--- config.mk ---
export PLATFORM = sky130hd
export DESIGN_NAME = rewire_bit_stream_adapter
export DESIGN_NICKNAME = d
export VERILOG_FILES = /design/src/rtl/rewire_adapter_pkg.sv /design/src/rtl/rewire_bit_deser.sv /design/src/rtl/rewire_bit_stream_adapter.sv
export SDC_FILE = /design/constraint.sdc
export NUM_CORES = 1
export LEC_CHECK = 0
export CAP_MARGIN = 20
export CORE_MARGIN = 1.5
export CORE_UTILIZATION = 35
export DETAILED_ROUTE_END_ITERATION = 6
export HOLD_SLACK_MARGIN = 0.05
export PLACE_DENSITY = 0.68
export SLEW_MARGIN = 20
export SYNTH_ARGS = -nofsm -noshare
export SYNTH_HDL_FRONTEND = slang
export SYNTH_HIERARCHICAL = 1
export SYNTH_SLANG_ARGS = --single-unit
export TNS_END_PERCENT = 1
--- constraint.sdc ---
create_clock -name clk -period 1.4 [get_ports clk]
set_input_delay 0.21 -clock clk [delete_from_list [all_inputs] [get_ports clk]]
set_output_delay 0.21 -clock clk [all_outputs]
set_load 0.02 [all_outputs]
--- src/rtl/rewire_adapter_pkg.sv ---
// Shared types and constants for the rewire bit-stream adapter.
// REWIRE_ADAPTER_PARITY_EN adds one even-parity bit to every word on the stream.
package rewire_adapter_pkg;

    typedef enum logic [1:0] {
        IDLE  = 2'd0,
        SHIFT = 2'd1,
        HOLD  = 2'd2
    } state_e;

`ifdef REWIRE_ADAPTER_PARITY_EN
    localparam int PAR_BITS = 1;
`else
    localparam int PAR_BITS = 0;
`endif

    localparam state_e RST_STATE    = IDLE;
    localparam logic   RST_RX_VALID = 1'b0;
    localparam logic   RST_RX_PERR  = 1'b0;

    function automatic int cnt_w(input int nb, input int lat);
        return $clog2(nb + lat + 1);
    endfunction

endpackage

--- src/rtl/rewire_bit_deser.sv ---
// Captures the device response LSB-first, LATENCY cycles behind the driven bits,
// and flags the cycle of the final capture.
module rewire_bit_deser
    import rewire_adapter_pkg::*;
#(
    parameter int NB      = 8,
    parameter int LATENCY = 1
) (
    input  logic          clk,
    input  logic          rst,
    input  logic          start_i,
    input  logic          active_i,
    input  logic          bit_i,
    output logic [NB-1:0] data_o,
    output logic          done_o
);

    localparam int CW = cnt_w(NB, LATENCY);
    localparam logic [CW-1:0] TERM = CW'(NB + LATENCY);
    localparam logic [CW-1:0] LAST = CW'(NB + LATENCY - 1);

    logic [CW-1:0] cnt_q, cnt_d;
    logic [NB-1:0] sh_q, sh_d;
    logic          lat_ok;
    logic          cap;

    // cnt_q counts cycles since the first bit was driven; capture starts once LATENCY has elapsed
    generate
        if (LATENCY == 0) begin : g_lat0
            assign lat_ok = 1'b1;
        end else begin : g_latn
            assign lat_ok = (cnt_q >= CW'(LATENCY));
        end
    endgenerate

    assign cap    = active_i && lat_ok && (cnt_q < TERM);
    assign done_o = cap && (cnt_q == LAST);
    assign data_o = sh_q;

    always_comb begin
        cnt_d = cnt_q;
        sh_d  = sh_q;
        if (start_i) begin
            cnt_d = '0;
            sh_d  = '0;
        end else if (active_i) begin
            if (cnt_q != TERM) begin
                cnt_d = cnt_q + 1'b1;
            end
            if (cap) begin
                sh_d = {bit_i, sh_q[NB-1:1]};
            end
        end
    end

    always_ff @(posedge clk) begin
        if (rst) begin
            cnt_q <= '0;
            sh_q  <= '0;
        end else begin
            cnt_q <= cnt_d;
            sh_q  <= sh_d;
        end
    end

endmodule

--- src/rtl/rewire_bit_stream_adapter.sv ---
// Host-side adapter: serializes words LSB-first onto dev_in, deserializes dev_out.
// Define REWIRE_ADAPTER_PARITY_EN to append and check an even-parity bit per word.
module rewire_bit_stream_adapter
    import rewire_adapter_pkg::*;
#(
    parameter int   WORD_W   = 8,
    parameter int   LATENCY  = 1,
    parameter logic IDLE_BIT = 1'b0
) (
    input  logic              clk,
    input  logic              rst,
    input  logic              tx_valid,
    output logic              tx_ready,
    input  logic [WORD_W-1:0] tx_data,
    output logic              dev_in,
    input  logic              dev_out,
    output logic              rx_valid,
    input  logic              rx_ready,
    output logic [WORD_W-1:0] rx_data,
    output logic              rx_perr,
    output logic              busy
);

    localparam int NB = WORD_W + PAR_BITS;

    state_e        state_q, state_d;
    logic [NB-1:0] tx_sh_q, tx_sh_d;
    logic [NB-1:0] tx_word;
    logic [NB-1:0] rx_word;
    logic          accept;
    logic          deser_done;

`ifdef REWIRE_ADAPTER_PARITY_EN
    assign tx_word = {^tx_data, tx_data};
    assign rx_perr = (state_q == HOLD) && (^rx_word);
`else
    assign tx_word = tx_data;
    assign rx_perr = RST_RX_PERR;
`endif

    assign accept   = (state_q == IDLE) && tx_valid;
    assign tx_ready = (state_q == IDLE);
    assign rx_valid = (state_q == HOLD);
    assign busy     = (state_q != IDLE);
    assign rx_data  = rx_word[WORD_W-1:0];
    // Shifting IDLE_BIT in from the top leaves the line idle once the word is out
    assign dev_in   = (state_q == SHIFT) ? tx_sh_q[0] : IDLE_BIT;

    always_comb begin
        state_d = state_q;
        case (state_q)
            IDLE:    if (tx_valid)   state_d = SHIFT;
            SHIFT:   if (deser_done) state_d = HOLD;
            HOLD:    if (rx_ready)   state_d = IDLE;
            default: state_d = IDLE;
        endcase
    end

    always_ff @(posedge clk) begin
        if (rst) begin
            state_q <= RST_STATE;
        end else begin
            state_q <= state_d;
        end
    end

    always_comb begin
        tx_sh_d = tx_sh_q;
        if (accept) begin
            tx_sh_d = tx_word;
        end else if (state_q == SHIFT) begin
            tx_sh_d = {IDLE_BIT, tx_sh_q[NB-1:1]};
        end
    end

    always_ff @(posedge clk) begin
        tx_sh_q <= tx_sh_d;
    end

    rewire_bit_deser #(
        .NB      (NB),
        .LATENCY (LATENCY)
    ) u_deser (
        .clk      (clk),
        .rst      (rst),
        .start_i  (accept),
        .active_i (state_q == SHIFT),
        .bit_i    (dev_out),
        .data_o   (rx_word),
        .done_o   (deser_done)
    );

endmodule

==> flow_summary.json <==
{
  "io_buffers": 24,
  "dieWidth_microns": 57.9,
  "grt_pass1_vias": 836,
  "holdWs_ns": 0.464,
  "worst-path-max-fanout": 8,
  "die-area_sq_um": 3350,
  "htreeDepth": 1,
  "cts_root_buf": "clkbuf_4",
  "yosysTopAreaCell": "dfxtp_1",
  "num_antenna_cells": 0,
  "routed_via_density": 4.85,
  "gp_congestion": 0.769,
  "dr.pass1.iters": 5,
  "finalCritPeriodShare_pct": 113,
  "routed_wl_microns": 2140,
  "min_period_ns": 1.58,
  "outcome": "finished with violations",
  "arrival_ns": 1.82,
  "finalSetupViolations": 12,
  "holdPathEnd": "u_deser/data_o[7]$_SDFFE_PP0P_",
  "ioPinCount": 26,
  "syn_area_per_cell_sq_um": 11.7,
  "max_freq_mhz": 633,
  "report.final.slew_viol_count": 0,
  "final_cell_area_sq_um": 1430,
  "post-route-util_pct": 51.1,
  "drive_gt1_share_pct": 33.6,
  "wl_per_cell_microns": 13.4,
  "synth-async-reset-ratio_pct": 0,
  "synthTopCellsByArea": "dfxtp_1 (27%), edfxtp_1 (23%), mux2_4 (10%), mux2i_1 (7.6%), ha_1 (3.6%)",
  "rsz0062_at_grt": "yes",
  "clk_latency_ns": 0.32,
  "cp_data_required_time_ns": 1.64,
  "hp-class": "input pin to flop",
  "setup_slack_ns": -0.179,
  "grt_max_degree": 13,
  "fp.coreArea_sq_um": 2810,
  "final_cell_mix": "clkdlybuf4s50_1 (12), dfxtp_1 (11), buf_4 (10)",
  "vias": 771,
  "mappedNetlistArea_sq_um": 1050,
  "std_cell_rows": 19,
  "grt_util_all_layers_pct": 14.1,
  "overflow": 0,
  "clock-sinks": 22,
  "nets": 145,
  "syn_nets": 106,
  "violations": "DRC, setup timing",
  "power_density_nw_per_um2": 861,
  "grt_pass1_wl_microns": 3560,
  "drtAntennaViolNets": 0,
  "drt_iter0_markers": 6,
  "peakVddDrop_v": 0.000486,
  "cts.path.max_buffers": 2,
  "cts_buffers": 3,
  "cp-end-kind": "flop",
  "cts_tree": "yes",
  "rr_worst_depth": 5,
  "ys_seq_area_share_pct": 49.4,
  "syn_inst": 90,
  "final_common_cell": "clkdlybuf4s50_1",
  "r2r-start": "u_deser/cnt_q[0]$_SDFFE_PP0P_",
  "synth_edf_count": 8,
  "hold-path-cell-count": 3,
  "rr_endpoint": "u_deser/data_o[3]$_SDFFE_PP0P_",
  "hp-start": "dev_out",
  "critPathLaunchType": "flop",
  "post_cts_buffers": 0,
  "antenna_found_initial": 0,
  "synth_warnings": 6,
  "power.leakage_nw": 0.656,
  "synth_top_area_share_pct": 26.6,
  "syn2layout_area_growth_pct": 36.1,
  "fin_skew_ns": 0.0150,
  "critPathKind": "flop to flop",
  "drc": 2,
  "start_util_pct": 37.6,
  "synthFlopType": "dfxtp_1",
  "cts_hold_buf": 0,
  "ys_ff_latch": 22,
  "place_hpwl_microns": 1590,
  "synth_cell_types": 28,
  "placed_cell_area_sq_um": 1410,
  "dieHeight_microns": 57.9,
  "reg2reg_slack_ns": -0.18,
  "clkTransAtPathRegs_ns": 0.13,
  "hold_viol": 0,
  "max-cap-violations": 0
}
==> synth_stat cells (2+ instances only) <==
library cell   n
dfxtp_1       14
nand2_1        9
edfxtp_1       8
mux2i_1        8
mux2_4         7
inv_1          6
nor2_1         5
a21oi_1        4
and2b_2        3
ha_1           3
o21ai_0        3
and2_1         2
nand3_1        2
nand3b_1       2
==> layout make-up <==
type | instances | area, sq um
fillers | 269 | 1370
flip-flops and latches | 22 | 527
multi-input cells | 60 | 512
repair buffers | 36 | 308
well taps | 31 | 38.8
clock buffers | 3 | 22.5
inverters | 6 | 22.5
clock inverters | 1 | 3.75
==> layer usage <==
metal	share of wire, %	wire length, microns	GRT usage (%)	up-vias
li1	-	-	-	388
met1	45	963	16.9	366
met2	50	1080	23.7	13
met3	3.2	69	4.24	4
met4	1.3	27	5.65	0
met5	0	0	0	-
==> report_power, final <==
part / leakage (nW) / internal [W] / switching (W)
logic: 0.445 / 0.000128 / 0.0000887
clock network: 0.0154 / 0.000104 / 0.000196
registers: 0.196 / 0.000703 / 0.0000147
==> worst max path at each step <==
stage                                        startpoint                              to  slack, ns  cells after the start
after floorplan           u_deser/cnt_q[1]$_SDFFE_PP0P_  u_deser/data_o[0]$_SDFFE_PP0P_      -0.07                      5
after global placement                         tx_valid  u_deser/data_o[5]$_SDFFE_PP0P_      -0.28                      6
after detailed placement                       tx_valid  u_deser/data_o[2]$_SDFFE_PP0P_      -0.35                      6
after CTS                 u_deser/cnt_q[0]$_SDFFE_PP0P_  u_deser/data_o[2]$_SDFFE_PP0P_      -0.17                      5
after global routing      u_deser/cnt_q[0]$_SDFFE_PP0P_  u_deser/data_o[3]$_SDFFE_PP0P_      -0.27                      5
final                     u_deser/cnt_q[0]$_SDFFE_PP0P_  u_deser/data_o[3]$_SDFFE_PP0P_      -0.18                      5
==> worst max-delay path, stage by stage (launching register included) <==
cell and delay (ns):
dfxtp_2 0.35, inv_1 0.07, ha_1 0.17, or4b_4 0.48, o211ai_4 0.19, mux2i_1 0.24
==> kinds of logic after synthesis <==
group	count (synthesis)	synth area share, %
other	1	0.356
muxes	15	17.6
and+or+nand+nor	31	18.1
buffers and inverters	8	3.92
DFF	22	49.4
adders and majority gates	3	3.56
AOI/OAI and AO/OA	9	6.29
xor gates and xnor gates	1	0.832
==> per-stage QoR <==
stage | setup slack, ns | total power [W] | instances | setup TNS [ns]
after floorplan | -0.0673 | 0.000854 | 90 | -0.575
after global placement | -0.285 | 0.000937 | 155 | -4.65
after detailed placement | -0.352 | 0.000945 | 155 | -5.24
after CTS | -0.173 | 0.00125 | 159 | -1.69
after global routing | -0.271 | 0.00129 | 159 | -2.59
final | -0.179 | 0.00123 | 159 | -1.48
==> timing repair <==
item                                    4_1_cts  5_1_grt
pin swaps                                     0        0
endpoints found under the setup margin       32       24
gates resized for setup                      26        8
==> state kept, by name (all words and copies together) (netlist names) <==
name / cells
state_q: 2
u_deser/cnt_q: 4
u_deser/data_o: 8
tx_sh_q: 8
Note: power is estimated with default switching activity, not from simulation.
